## config.mk

```make
export PLATFORM = sky130hd
export DESIGN_NAME = exception_controller
export DESIGN_NICKNAME = d
export VERILOG_FILES = /design/src/rtl/exception_controller_pkg.sv /design/src/rtl/exception_controller_int_sync.sv /design/src/rtl/exception_controller.sv
export SDC_FILE = /design/constraint.sdc
export NUM_CORES = 1
export LEC_CHECK = 0
export ABC_AREA = 1
export BUFFER_PORTS_ARGS = -buffer_cell sky130_fd_sc_hd__clkbuf_2
export CORE_AREA = 2 2 119 121
export DETAILED_ROUTE_END_ITERATION = 7
export DIE_AREA = 0 0 121 123
export GPL_ROUTABILITY_DRIVEN = 0
export GPL_TIMING_DRIVEN = 0
export PLACE_DENSITY = 0.71
export SYNTH_ARGS = -nofsm -noshare
export SYNTH_HDL_FRONTEND = slang
export SYNTH_SLANG_ARGS = --single-unit
export TNS_END_PERCENT = 1
```

## constraint.sdc

```tcl
create_clock -name i_clock -period 4.7 [get_ports i_clock]
set_input_delay 0.705 -clock i_clock [delete_from_list [all_inputs] [get_ports i_clock]]
set_output_delay 0.705 -clock i_clock [all_outputs]
set_load 0.05 [all_outputs]
```

## src/rtl/exception_controller_pkg.sv

```systemverilog
// Shared constants for the CP0 exception sequencer: ExcCodes, register field
// positions, handler vector and the sequencer state encoding.
package exception_controller_pkg;

    localparam logic [31:0] EXC_VECTOR = 32'h0000_0008;

    localparam logic [4:0] EXC_INT = 5'b00000;
    localparam logic [4:0] EXC_SYS = 5'b01000;
    localparam logic [4:0] EXC_BP  = 5'b01001;
    localparam logic [4:0] EXC_RI  = 5'b01010;
    localparam logic [4:0] EXC_OV  = 5'b01100;

    localparam int STATUS_IE     = 0;
    localparam int STATUS_EXL    = 1;
    localparam int STATUS_IM_LSB = 10;
    localparam int STATUS_IM_MSB = 15;
    localparam int CAUSE_EXC_LSB = 2;
    localparam int CAUSE_EXC_MSB = 6;
    localparam int CAUSE_IP_LSB  = 10;
    localparam int CAUSE_IP_MSB  = 15;

    typedef enum logic [2:0] {
        ST_IDLE,
        ST_SAVE,
        ST_VECTOR,
        ST_RESTORE,
        ST_RETURN
    } state_t;

endpackage

```

## src/rtl/exception_controller_int_sync.sv

```systemverilog
// Two-flop synchronizer for the external interrupt lines IP[7:2].
module int_sync #(
    parameter int WIDTH = 6
) (
    input  logic             i_clock,
    input  logic             i_reset,
    input  logic [WIDTH-1:0] i_async,
    output logic [WIDTH-1:0] o_sync
);

    logic [WIDTH-1:0] r_meta;
    logic [WIDTH-1:0] r_sync;

    always_ff @(posedge i_clock or posedge i_reset) begin
        if (i_reset) begin
            r_meta <= '0;
            r_sync <= '0;
        end else begin
            r_meta <= i_async;
            r_sync <= r_meta;
        end
    end

    assign o_sync = r_sync;

endmodule

```

## src/rtl/exception_controller.sv

```systemverilog
// CP0 exception/ERET sequencer: composes Cause/Status/EPC writes and redirects the PC.
// state    | meaning
// IDLE     | waiting for exception, interrupt or eret
// SAVE     | Cause/Status/EPC strobes issued
// VECTOR   | redirect to handler vector
// RESTORE  | Status write clearing EXL, setting IE
// RETURN   | redirect to EPC
import exception_controller_pkg::*;

module exception_controller (
    input  logic        i_clock,
    input  logic        i_reset,
    input  logic [5:0]  i_int_req,
    input  logic        i_exc_syscall,
    input  logic        i_exc_break,
    input  logic        i_exc_ri,
    input  logic        i_exc_ov,
    input  logic        i_eret,
    input  logic [31:0] i_pc,
    input  logic [31:0] i_next_pc,
    input  logic [31:0] i_cause_read_data,
    input  logic [31:0] i_status_read_data,
    input  logic [31:0] i_epc_read_data,
    output logic        o_cause_write,
    output logic        o_status_write,
    output logic        o_epc_write,
    output logic [31:0] o_cause_write_data,
    output logic [31:0] o_status_write_data,
    output logic [31:0] o_epc_write_data,
    output logic        o_stall,
    output logic        o_redirect,
    output logic [31:0] o_redirect_target
);

    state_t      r_state;
    state_t      w_state_next;
    logic [5:0]  w_ip_sync;
    logic        w_exc_any;
    logic        w_int_pend;
    logic [4:0]  w_exccode;
    logic [31:0] w_epc_sel;

    logic        w_cause_write, w_status_write, w_epc_write, w_stall, w_redirect;
    logic [31:0] w_cause_data, w_status_data, w_epc_data, w_target;

    logic        r_cause_write, r_status_write, r_epc_write, r_stall, r_redirect;
    logic [31:0] r_cause_data, r_status_data, r_epc_data, r_target;

    int_sync #(.WIDTH(6)) u_int_sync (
        .i_clock (i_clock),
        .i_reset (i_reset),
        .i_async (i_int_req),
        .o_sync  (w_ip_sync)
    );

    assign w_exc_any  = i_exc_ov | i_exc_ri | i_exc_syscall | i_exc_break;
    assign w_int_pend = (|(w_ip_sync & i_status_read_data[STATUS_IM_MSB:STATUS_IM_LSB]))
                        & i_status_read_data[STATUS_IE] & ~i_status_read_data[STATUS_EXL];
    assign w_epc_sel  = w_exc_any ? i_pc : i_next_pc;

    always_comb begin
        w_exccode = EXC_INT;
        if (i_exc_ov)           w_exccode = EXC_OV;
        else if (i_exc_ri)      w_exccode = EXC_RI;
        else if (i_exc_syscall) w_exccode = EXC_SYS;
        else if (i_exc_break)   w_exccode = EXC_BP;
    end

    always_ff @(posedge i_clock or posedge i_reset) begin
        if (i_reset) r_state <= ST_IDLE;
        else         r_state <= w_state_next;
    end

    always_comb begin
        w_state_next = r_state;
        case (r_state)
            ST_IDLE: begin
                if (w_exc_any || w_int_pend) w_state_next = ST_SAVE;
                else if (i_eret)             w_state_next = ST_RESTORE;
            end
            ST_SAVE:    w_state_next = ST_VECTOR;
            ST_VECTOR:  w_state_next = ST_IDLE;
            ST_RESTORE: w_state_next = ST_RETURN;
            ST_RETURN:  w_state_next = ST_IDLE;
            default:    w_state_next = ST_IDLE;
        endcase
    end

    // Outputs are decoded from the next state and registered; SAVE is only
    // entered from IDLE, so the latched event data is captured here.
    always_comb begin
        w_cause_write  = 1'b0;
        w_status_write = 1'b0;
        w_epc_write    = 1'b0;
        w_redirect     = 1'b0;
        w_cause_data   = '0;
        w_status_data  = '0;
        w_epc_data     = '0;
        w_target       = '0;
        w_stall        = (w_state_next != ST_IDLE);
        case (w_state_next)
            ST_SAVE: begin
                w_cause_write  = 1'b1;
                w_status_write = 1'b1;
                w_epc_write    = 1'b1;
                w_cause_data   = {i_cause_read_data[31:16], w_ip_sync,
                                  i_cause_read_data[9:7], w_exccode,
                                  i_cause_read_data[1:0]};
                w_status_data  = {i_status_read_data[31:2], 1'b1, 1'b0};
                w_epc_data     = w_epc_sel;
            end
            ST_RESTORE: begin
                w_status_write = 1'b1;
                w_status_data  = {i_status_read_data[31:2], 1'b0, 1'b1};
            end
            ST_VECTOR: begin
                w_redirect = 1'b1;
                w_target   = EXC_VECTOR;
            end
            ST_RETURN: begin
                w_redirect = 1'b1;
            end
            default: ;
        endcase
    end

    always_ff @(posedge i_clock or posedge i_reset) begin
        if (i_reset) begin
            r_cause_write  <= 1'b0;
            r_status_write <= 1'b0;
            r_epc_write    <= 1'b0;
            r_stall        <= 1'b0;
            r_redirect     <= 1'b0;
            r_cause_data   <= '0;
            r_status_data  <= '0;
            r_epc_data     <= '0;
            r_target       <= '0;
        end else begin
            r_cause_write  <= w_cause_write;
            r_status_write <= w_status_write;
            r_epc_write    <= w_epc_write;
            r_stall        <= w_stall;
            r_redirect     <= w_redirect;
            r_cause_data   <= w_cause_data;
            r_status_data  <= w_status_data;
            r_epc_data     <= w_epc_data;
            r_target       <= w_target;
        end
    end

    assign o_cause_write       = r_cause_write;
    assign o_status_write      = r_status_write;
    assign o_epc_write         = r_epc_write;
    assign o_cause_write_data  = r_cause_data;
    assign o_status_write_data = r_status_data;
    assign o_epc_write_data    = r_epc_data;
    assign o_stall             = r_stall;
    assign o_redirect          = r_redirect;
    // EPC is read live in RETURN since CP0 may have just been updated.
    assign o_redirect_target   = (r_state == ST_RETURN) ? i_epc_read_data : r_target;

endmodule

```

After elaboration in Yosys (flattened, before gate mapping). Index checks and enable logic that the tools add are counted.

Bits of input ports: 173. Flip-flop bits (word level): 147. Output and inout port bits: 133.

Bitwise gates (word level): 7. Reduce and logical (&&, ||, !) cells: 6. Eq/ne operators: 7. Multiplexer cells: 16.

Operators with widths (number): $mux 32 (4); $pmux 32 s2 (1); $mux 4 (5); $eq 3x2->1 const B (3); $pmux 3 s3 (1); $and 6x6->6 (1); $eq 3x1->1 const B (2); $eq 3x3->1 const B (2); $mux 3 (2); $reduce_or 6->1 (1); $reduce_or 2->1 (2); $logic_not 3->1 (1); $mux 1 (3); $or 1x1->1 (3); $reduce_bool 3->1 (1); $and 1x1->1 (2); $logic_or 1x1->1 (1); $not 1->1 (1).

Depth between registers and ports, before layout. Gate-level depths: netlist of run 1.

Depth after elaboration: 10. Mapped depth: 9. Depth with buffers taken out: 8.

Modules after synthesis. A second synthesis of run 1 with hierarchy kept.

Cell total of the unflattened synthesis: 457. Area, all modules: 4381.7 um^2.

Modules (own cells, without submodules): exception_controller (instances 1, cells each 444, seq. area each 2577.5 um^2, area an instance 4077.7 um^2); int_sync (instances 1, cells each 13, seq. area each 300.3 um^2, area an instance 304.0 um^2).

Least setup slack after synthesis of run 1. OpenSTA, ideal clock, no wires.

Path type: reg2out. Start point: register r_state[0]. End point: output port o_redirect_target[0]. Arrival: 1.474 ns. Stages on the path, launching flop included: 5. Slack: 2.521 ns. Path through: dfrtp_1 > nor2_1 > nand2_1 > clkbuf_1 > nor2_1.

Longest elaborated chain between the ends: 2.

RTL lines: start: declaration (RTL line exception_controller.sv:35) `state_t r_state;`; start signal: assignment (RTL line exception_controller.sv:71) `else r_state <= w_state_next;`; $eq 3x3->1 (RTL line exception_controller.sv:160) `assign o_redirect_target = (r_state == ST_RETURN) ? i_epc_read_data : r_target;`; $mux 32 (RTL line exception_controller.sv:160); end: declaration (RTL line exception_controller.sv:32) `output logic [31:0] o_redirect_target`.

Every way passes these cells.

Final worst setup path of run 1.
Start point: register r_state[0]. End point: output port o_redirect_target[24].

Same word-level chain as after synthesis.

==> impl_metrics.tcl, run 1 <==
set metrics [dict create \
    status "completed" \
    finalSetupTns_ns 0 \
    cts_max_level 4 \
    finalCriticalPeriod_ns 2.57 \
    grt_start_max_net_pins 77 \
    grt_overflow 0 \
    rr_endpoint "o_cause_write_data[17]" \
    clock_path_buffers 2 \
    clkSlewWorstSetupHoldPaths_ns 0.05 \
    synth_top_cells_by_area "dfrtp_1 67%, inv_1 8.9%, nor2_1 8.3%" \
    drtAntennaViolNets 0 \
    final_cells 963 \
    cts_sinks 115 \
    crit_required_ns 3.99 \
    synth_edf_count 0 \
    criticalPathCategory "register to output pin" \
    dieArea_um2 14900 \
    p_per_area_nw_per_um2 725 \
    regToRegSetupSlack_ns 3.09 \
    syn_nets 630 \
    fin_area_um2 6590 \
    synth_area_per_cell_um2 9.40 \
    syn_inst 457 \
    synthToLayoutAreaGrowth_pct 53.4 \
    postCtsSetupRepairBufs 0 \
    grt_pass1_wl_mm 18.5 \
    startpoint_type "register" \
    slew_violations 0 \
    grt_use_total_pct 16.8 \
    synth-seq-area-share_pct 67.0 \
    die_w_um 121 \
    cts_tree "yes" \
    synthFlopType "dfrtp_1" \
    crit_path_end_kind "output pin" \
    ys_seq_elements 115 \
    synth.most_common_cell "dfrtp_1" \
    vias 3914 \
    clockRootBuffer "clkbuf_16" \
    yosys.area.top_type "dfrtp_1" \
    max_freq_mhz 388 \
    synthArstFlopShare_pct 100 \
    diodes 0 \
    drtPass1Iterations 5 \
    final_util_pct 48.4 \
    rsz0062_at_grt "no" \
    synth_top_cell_area_share_pct 67.0 \
    cts_resized 0 \
    synth_common_cells "115 x dfrtp_1, 102 x inv_1, 95 x nor2_1" \
    power_mw 4.78 \
    reg2reg_depth 9 \
    setup_ws_ns 2.13 \
    numCtsBuffers 17 \
    pin_count 306 \
    placed_cell_area_um2 6020 \
    hold_ws_ns 0.285 \
    hold_class "input pin to asynchronous set/reset pin" \
    grt_pass1_vias 3771 \
    drc 0 \
    die_h_um 123 \
    post-dp-hpwl_mm 9.68 \
    drt-initial-drc-count 97 \
    finalSetupViolations 0 \
    nets 943 \
    fin_skew_ns 0.00824 \
    dp_slack_ns 2.53 \
    dp_cells 931 \
    synth_cell_type_count 19 \
    viasPerCell 4.06 \
    syn_area_um2 4300 \
    grt_antenna_before_repair 0 \
    hold_viol_final 0 \
    drv_cap 0 \
    clk_latency_ns 0.41 \
    ir_drop_uv 353 \
    arrival_ns 1.87 \
    port_buffers 293 \
    avgRoutedWirePerCell_um 12.8 \
    drive_gt1_share_pct 44.8 \
    r2r-start "u_int_sync.o_sync[2]" \
    p_leak_nw 4.12 \
    wl_mm 12.3 \
    coreArea_um2 13600 \
    row_count 43 \
    fin_crit_sh_pct 54.8 \
    start_util_pct 31.6 \
    path_max_fanout 10 \
    cts_hold_buf 0 \
    yosys_warnings 0 \
]
## critical path, cell delays in order (launching register included)
cell and delay [ns]:
dfrtp_1 0.41, nor2_1 0.11, nand2_1 0.14, clkbuf_1 0.26, nor2_1 0.22, clkbuf_2 0.32
## cell usage in the layout, fill, tap and decap left out, types with 2 or more instances in the layout
master	synthesis	layout
a21oi_1	32	32
clkbuf_16	0	17
buf_4	4	4
nand4_1	2	2
clkbuf_1	3	3
clkbuf_2	0	293
nand2_1	82	82
nor2_1	95	95
clkinv_2	0	2
buf_2	12	12
inv_1	102	101
clkinvlp_4	0	4
clkinv_4	0	4
inv_6	0	4
dfrtp_1	115	115
## state kept, by name (all words and copies together) (netlist names)
name and count:
o_cause_write_data 31, o_epc_write 1, o_epc_write_data 32, o_redirect 1, o_stall 1, o_status_write 1
o_status_write_data 32, r_state 3, r_target 1, u_int_sync.o_sync 6, u_int_sync.r_meta 6
## where the power goes
part	internal [mW]	total [mW]	leakage, nW	switching (mW)
clock network	0.745	1.22	0.269	0.472
registers	1.30	1.40	1.49	0.0944
logic	0.422	2.17	2.36	1.74
total	2.47	4.78	4.12	2.31
## cell type report
| cell class | count | area (um2) |
|---|---|---|
| tap | 180 | 225 |
| clock inverter | 14 | 131 |
| multi-input combinational | 220 | 925 |
| clock buffer | 18 | 439 |
| fill | 1321 | 7020 |
| sequential | 115 | 2880 |
| timing repair buffer | 294 | 1490 |
| inverter | 102 | 388 |
| buffer | 20 | 113 |
## kinds of logic after synthesis
group | Yosys count | synth area share, %
compound gates | 33 | 4.10
buf+inv | 122 | 11.5
flops | 115 | 67.0
mux | 1 | 0.262
other cells | 1 | 0.0873
simple gates | 185 | 17.1
## worst max path at each step
| stage | slack [ns] | end | depth (start not counted) | start |
|---|---|---|---|---|
| after detailed placement | 2.53 | o_redirect_target[24] | 5 | r_state[0] |
| after global placement | -0.45 | o_status_write_data[6] | 2 | i_reset |
| after floorplan | 0.95 | o_cause_write_data[0] | 1 | i_reset |
| after global routing | 1.99 | o_redirect_target[25] | 5 | r_state[0] |
| final | 2.13 | o_redirect_target[24] | 5 | r_state[0] |
| after CTS | 2.07 | o_redirect_target[24] | 5 | r_state[0] |
## routing by layer
metal	global-route usage (%)	part of all wire [%]
met2	30.6	55
met4	7.49	1.8
met3	5.77	8.7
met1	17.3	35
met5	0	0
Power figures use the tool's default switching activity.
==> run 2: changes to the inputs <==
- CORE_AREA: 2 2 119 121 -> 2 2 118 120
- DIE_AREA: 0 0 121 123 -> 0 0 120 122
- PLACE_DENSITY: 0.71 -> 0.74
- clock period: 4.7 -> 2.2 ns (I/O delays scaled with it)
==> run 2 against run 1 <==
Net effect: critical path depth stayed put; via count is 1.3% lower; clock power is 130% higher; first-iteration DRC count is 80% higher; sequential cell count stayed put; die area is 1.6% lower; cell count is 0.52% higher; wire length is 3.1% lower; setup slack worse by 2.0 ns; clock skew hardly changed; critical path type unchanged; critical endpoint is now o_redirect_target[11]; largest cell class unchanged.
==> impl_metrics.tcl, run 2 (synthesized netlist as in run 1, its figures left out) <==
set metrics [dict create \
    status "completed" \
    ir_drop_uv 793 \
    grt_use_total_pct 16.5 \
    criticalPathCategory "register to output pin" \
    hold_viol_final 0 \
    r2r-start "u_int_sync.o_sync[2]" \
    die_w_um 120 \
    post-dp-hpwl_mm 9.43 \
    viasPerCell 3.99 \
    die_h_um 122 \
    cts_sinks 115 \
    finalCriticalPeriod_ns 2.06 \
    p_per_area_nw_per_um2 1560 \
    max_freq_mhz 485 \
    globalRouteMet3Util_pct 6.13 \
    final_cell_mix "289 x clkbuf_2, 115 x dfrtp_1, 101 x inv_1" \
    drv_cap 0 \
    final_common_cell "clkbuf_2" \
    diodes 0 \
    drive_gt1_share_pct 44.8 \
    grt_antenna_before_repair 0 \
    drtPass1Iterations 4 \
    avgRoutedWirePerCell_um 12.3 \
    startpoint_type "register" \
    arrival_ns 1.73 \
    crit_path_end_kind "output pin" \
    start_util_pct 31.8 \
    dp_cells 933 \
    clk_latency_ns 0.41 \
    pin_count 306 \
    hold_ws_ns 0.0311 \
    grt_pass1_wl_mm 18.0 \
    fill_cells 1273 \
    numCtsBuffers 17 \
    postCtsSetupRepairBufs 0 \
    crit_start "r_state[1]" \
    fin_crit_sh_pct 93.8 \
    fin_skew_ns 0.00788 \
    grt_start_max_net_pins 43 \
    vias 3865 \
    drt-initial-drc-count 175 \
    clock_path_buffers 2 \
    p_leak_nw 4.18 \
    drtAntennaViolNets 0 \
    coreArea_um2 13500 \
    hold_class "input pin to register" \
    grt_pass1_vias 3568 \
    slew_violations 0 \
    grt_overflow 0 \
    row_count 43 \
    cts_max_level 4 \
    min_from "i_int_req[3]" \
    grt.busiest_layer "met2" \
    clockRootBuffer "clkbuf_16" \
    port_buffers 293 \
    drc 0 \
    cts_tree "yes" \
    wl_mm 11.9 \
    synthToLayoutAreaGrowth_pct 56.1 \
    path_max_fanout 10 \
    met1_usage_pct 19.2 \
    final_cells 968 \
    dieArea_um2 14600 \
    clkSlewWorstSetupHoldPaths_ns 0.05 \
    finalSetupViolations 0 \
    crit_required_ns 1.87 \
    nets 948 \
    grtUsageMet2_pct 27.2 \
]
[run 2: cell types whose count changed in the layout (fill, tap and decap cells not counted), sizes merged]
cell	delta
clkinvlp	-1
inv	-2
clkinv	-2
buf	+7
dlygate4sd3	+3
bufinv	+3
clkbuf	-3
[run 2: cell type report]
type / count / area, um2 / area share [%]
repair buffers: 299 / 1560 / 23.3
plain buffers: 20 / 116 / 1.73
inverters: 102 / 387 / 5.76
clock inverters: 12 / 180 / 2.69
well taps: 180 / 225 / 3.36
clock buffers: 20 / 437 / 6.51
multi-input cells: 220 / 925 / 13.8
flip-flops and latches: 115 / 2880 / 42.9
[run 2: report_power, final]
part	internal, mW	leakage [nW]	switching (mW)
clock	1.90	0.295	0.944
combinational	0.915	2.39	3.70
sequential	2.78	1.49	0.212
total	5.60	4.18	4.86
[run 2: path summary, 6_finish.rpt]
path	to	slack (ns)	cells after the start
max	o_redirect_target[11]	0.14	5
min	u_int_sync.r_meta[3]	0.03	1
max reg2reg	o_cause_write_data[4]	0.45	9
min reg2reg	u_int_sync.o_sync[1]	0.35	0
max in group asynchronous	o_status_write_data[0]	1.14	5
min in group asynchronous	o_cause_write_data[30]	0.38	3
[run 2: per-stage QoR]
step | setup WS [ns] | TNS (ns) | util, % | area [um2] | total power, mW
2_1_floorplan | 0.396 | 0 | - | 4300 | 6.43
3_3_place_gp | -0.259 | -28.75 | 44.4 | 5990 | 7.60
3_5_place_dp | 0.341 | 0 | 44.8 | 6050 | 7.68
4_1_cts | 0.0112 | 0 | 49.5 | 6690 | 10.6
5_1_grt | -0.0115 | -0.0115 | 49.7 | 6710 | 10.9
6_report | 0.136 | 0 | 49.7 | 6710 | 10.5
[run 2: critical path, stage by stage (launching register included)]
cell and delay, ns:
dfrtp_1 0.43, nor2_1 0.11, nand2_1 0.14, clkbuf_2 0.22
nor2_1 0.17, clkbuf_4 0.26
[run 2: routing by layer]
layer	wire, um	vias to the layer above	part of all wire (%)
li1	-	1948	-
met1	4620	1729	39
met2	6160	175	52
met3	976	13	8.2
met4	175	0	1.5
met5	0	-	0
[run 2: timing repair]
action                                  CTS  global route
hold endpoints to repair                  4             1
gates resized for setup                   0            15
endpoints found under the setup margin    0            30
hold buffers                              2             1
==> run 3: changes to the inputs <==
- CELL_PAD_IN_SITES_DETAIL_PLACEMENT: default -> 1
- CELL_PAD_IN_SITES_GLOBAL_PLACEMENT: default -> 1
- CORE_AREA: 2 2 118 120 -> default
- CORE_ASPECT_RATIO: default -> 1.5
- CORE_MARGIN: default -> 5
- CORE_UTILIZATION: default -> 25
- DIE_AREA: 0 0 120 122 -> default
- PLACE_DENSITY: 0.74 -> 0.81
- SETUP_SLACK_MARGIN: default -> 0.15
==> run 3 against run 2 <==
Net effect: count of clock-buffer cells in the layout down 3; clock skew up 0.0030 ns; setup slack better by 0.11 ns; combinational power up 2%; via count up 5.4%; highest routed layer unchanged; maximum frequency up 5.8%; total power up 1.9%; utilization down 9.3 points; worst hold slack better by 0.0030 ns; sequential cell count unchanged.
==> impl_metrics.tcl, run 3 (synthesized netlist as in run 1, its figures left out) <==
set metrics [dict create \
    rsz0062_at_grt "yes" \
    avgRoutedWirePerCell_um 15.3 \
    crit_required_ns 1.87 \
    nets 946 \
    dieArea_um2 20000 \
    worst-slew-pin-transition_ns 0.561 \
    fin_skew_ns 0.0109 \
    dp_cells 963 \
    final_common_cell "clkbuf_2" \
    grt_pass1_wl_mm 22.9 \
    grt_use_total_pct 15.2 \
    drtPass1Iterations 4 \
    grt_overflow 0 \
    crit_path_end_kind "output pin" \
    drive_gt1_share_pct 45.2 \
    port_buffers 293 \
    critical-path-max-stage-delay_ns 0.42 \
    fill_cells 2086 \
    slew_headroom_pct 62.5 \
    synthToLayoutAreaGrowth_pct 58.1 \
    diodes 0 \
    drc 0 \
    startpoint_type "register" \
    finalSetupViolations 0 \
    dp_slack_ns 0.318 \
    clkSlewWorstSetupHoldPaths_ns 0.06 \
    ir_drop_uv 762 \
    final_cell_mix "263 x clkbuf_2, 115 x dfrtp_1, 101 x inv_1" \
    fin_crit_sh_pct 88.6 \
    drt-initial-drc-count 110 \
    placed_cell_area_um2 6100 \
    final_cells 995 \
    finalCriticalPeriod_ns 1.95 \
    drv_cap 0 \
    slowest_stage "dfrtp_1" \
    hold_class "input pin to register" \
    grt_start_max_net_pins 38 \
    criticalPathCategory "register to output pin" \
    grt_pass1_vias 4434 \
    post-dp-hpwl_mm 12.5 \
    pin_count 306 \
    fin_area_um2 6800 \
    critPathBufInv 2 \
    clk_latency_ns 0.40 \
    cp_top_family "buffers and inverters" \
    cts_tree "yes" \
    clockRootBuffer "clkbuf_16" \
    vias 4074 \
    slew_violations 0 \
    arrival_ns 1.62 \
    seq_area_um2 2880 \
    hold_viol_final 0 \
    power_mw 10.7 \
    start_util_pct 25.5 \
    hold_ws_ns 0.0341 \
    wl_mm 15.3 \
    die_w_um 117 \
    postCtsSetupRepairBufs 0 \
    p_leak_nw 4.19 \
    path_max_fanout 10 \
    die_h_um 171 \
    cp_cell_sequence "nor2_1 > nand2_1 > buf_2 > nor2_1 > buf_2" \
    cts_max_level 4 \
    numCtsBuffers 17 \
    max_freq_mhz 513 \
    row_count 58 \
    cts_sinks 115 \
    setup_ws_ns 0.250 \
    coreArea_um2 16800 \
    clock_path_buffers 2 \
    viasPerCell 4.09 \
    grt_antenna_before_repair 0 \
    status "completed" \
    p_per_area_nw_per_um2 1570 \
    drtAntennaViolNets 0 \
    multi_input_area_um2 925 \
]
## run 3: path summary, 6_finish.rpt
path | from | end | slack [ns] | cells after the start
max | r_state[0] | o_redirect_target[26] | 0.25 | 5
min in group asynchronous | i_reset | o_cause_write_data[30] | 0.54 | 3
max reg2reg | u_int_sync.o_sync[3] | o_cause_write_data[8] | 0.57 | 9
min | i_int_req[3] | u_int_sync.r_meta[3] | 0.03 | 1
max in group asynchronous | i_reset | o_redirect | 0.90 | 5
min reg2reg | u_int_sync.r_meta[5] | u_int_sync.o_sync[5] | 0.35 | 0
## run 3: repair_timing
item / CTS / global route
gates resized for setup: 17 / 31
cloned: 0 / 0
endpoints found under the hold margin: 21 / 0
setup endpoints to repair: 30 / 31
hold buffers: 1 / 0
## run 3: layer usage
layer | part of all wire, % | track usage [%] | up-vias
li1 | - | - | 1935
met5 | 0 | 0 | -
met2 | 56 | 29.4 | 193
met4 | 2.2 | 5.79 | 0
met1 | 32 | 14.2 | 1925
met3 | 9.9 | 5.17 | 21
## run 3: through the flow
stage	setup TNS, ns	utilization (%)
after floorplan	0	-
final	0	40.4
after global placement	-40.76	35.8
after detailed placement	0	36.2
after CTS	0	40.2
after global routing	0	40.4
## run 3: cell type report
| cell class | instances | share of cell area (%) |
|---|---|---|
| Multi-Input combinational cell | 220 | 13.6 |
| Tap cell | 210 | 3.87 |
| Clock buffer | 17 | 6.26 |
| Inverter | 102 | 5.69 |
| Buffer | 20 | 1.71 |
| Clock inverter | 14 | 2.96 |
| Sequential cell | 115 | 42.3 |
| Timing Repair Buffer | 297 | 23.6 |
## run 3: power by group
| group | total [mW] | internal (mW) | switching (mW) | leakage, nW |
|---|---|---|---|---|
| logic | 4.72 | 0.934 | 3.78 | 2.40 |
| registers | 2.99 | 2.78 | 0.206 | 1.49 |
| clock network | 2.95 | 1.91 | 1.04 | 0.301 |
| total | 10.7 | 5.62 | 5.03 | 4.19 |
## run 3: worst reg2reg max path: stages, from the launching register on
cell and delay (ns):
dfrtp_1 0.38, nand2_1 0.06, nand2_1 0.05, nor2_1 0.14, nand2_1 0.07, nand2_1 0.12
nand2_4 0.07, nand2_2 0.22, buf_2 0.31, nor2_1 0.08
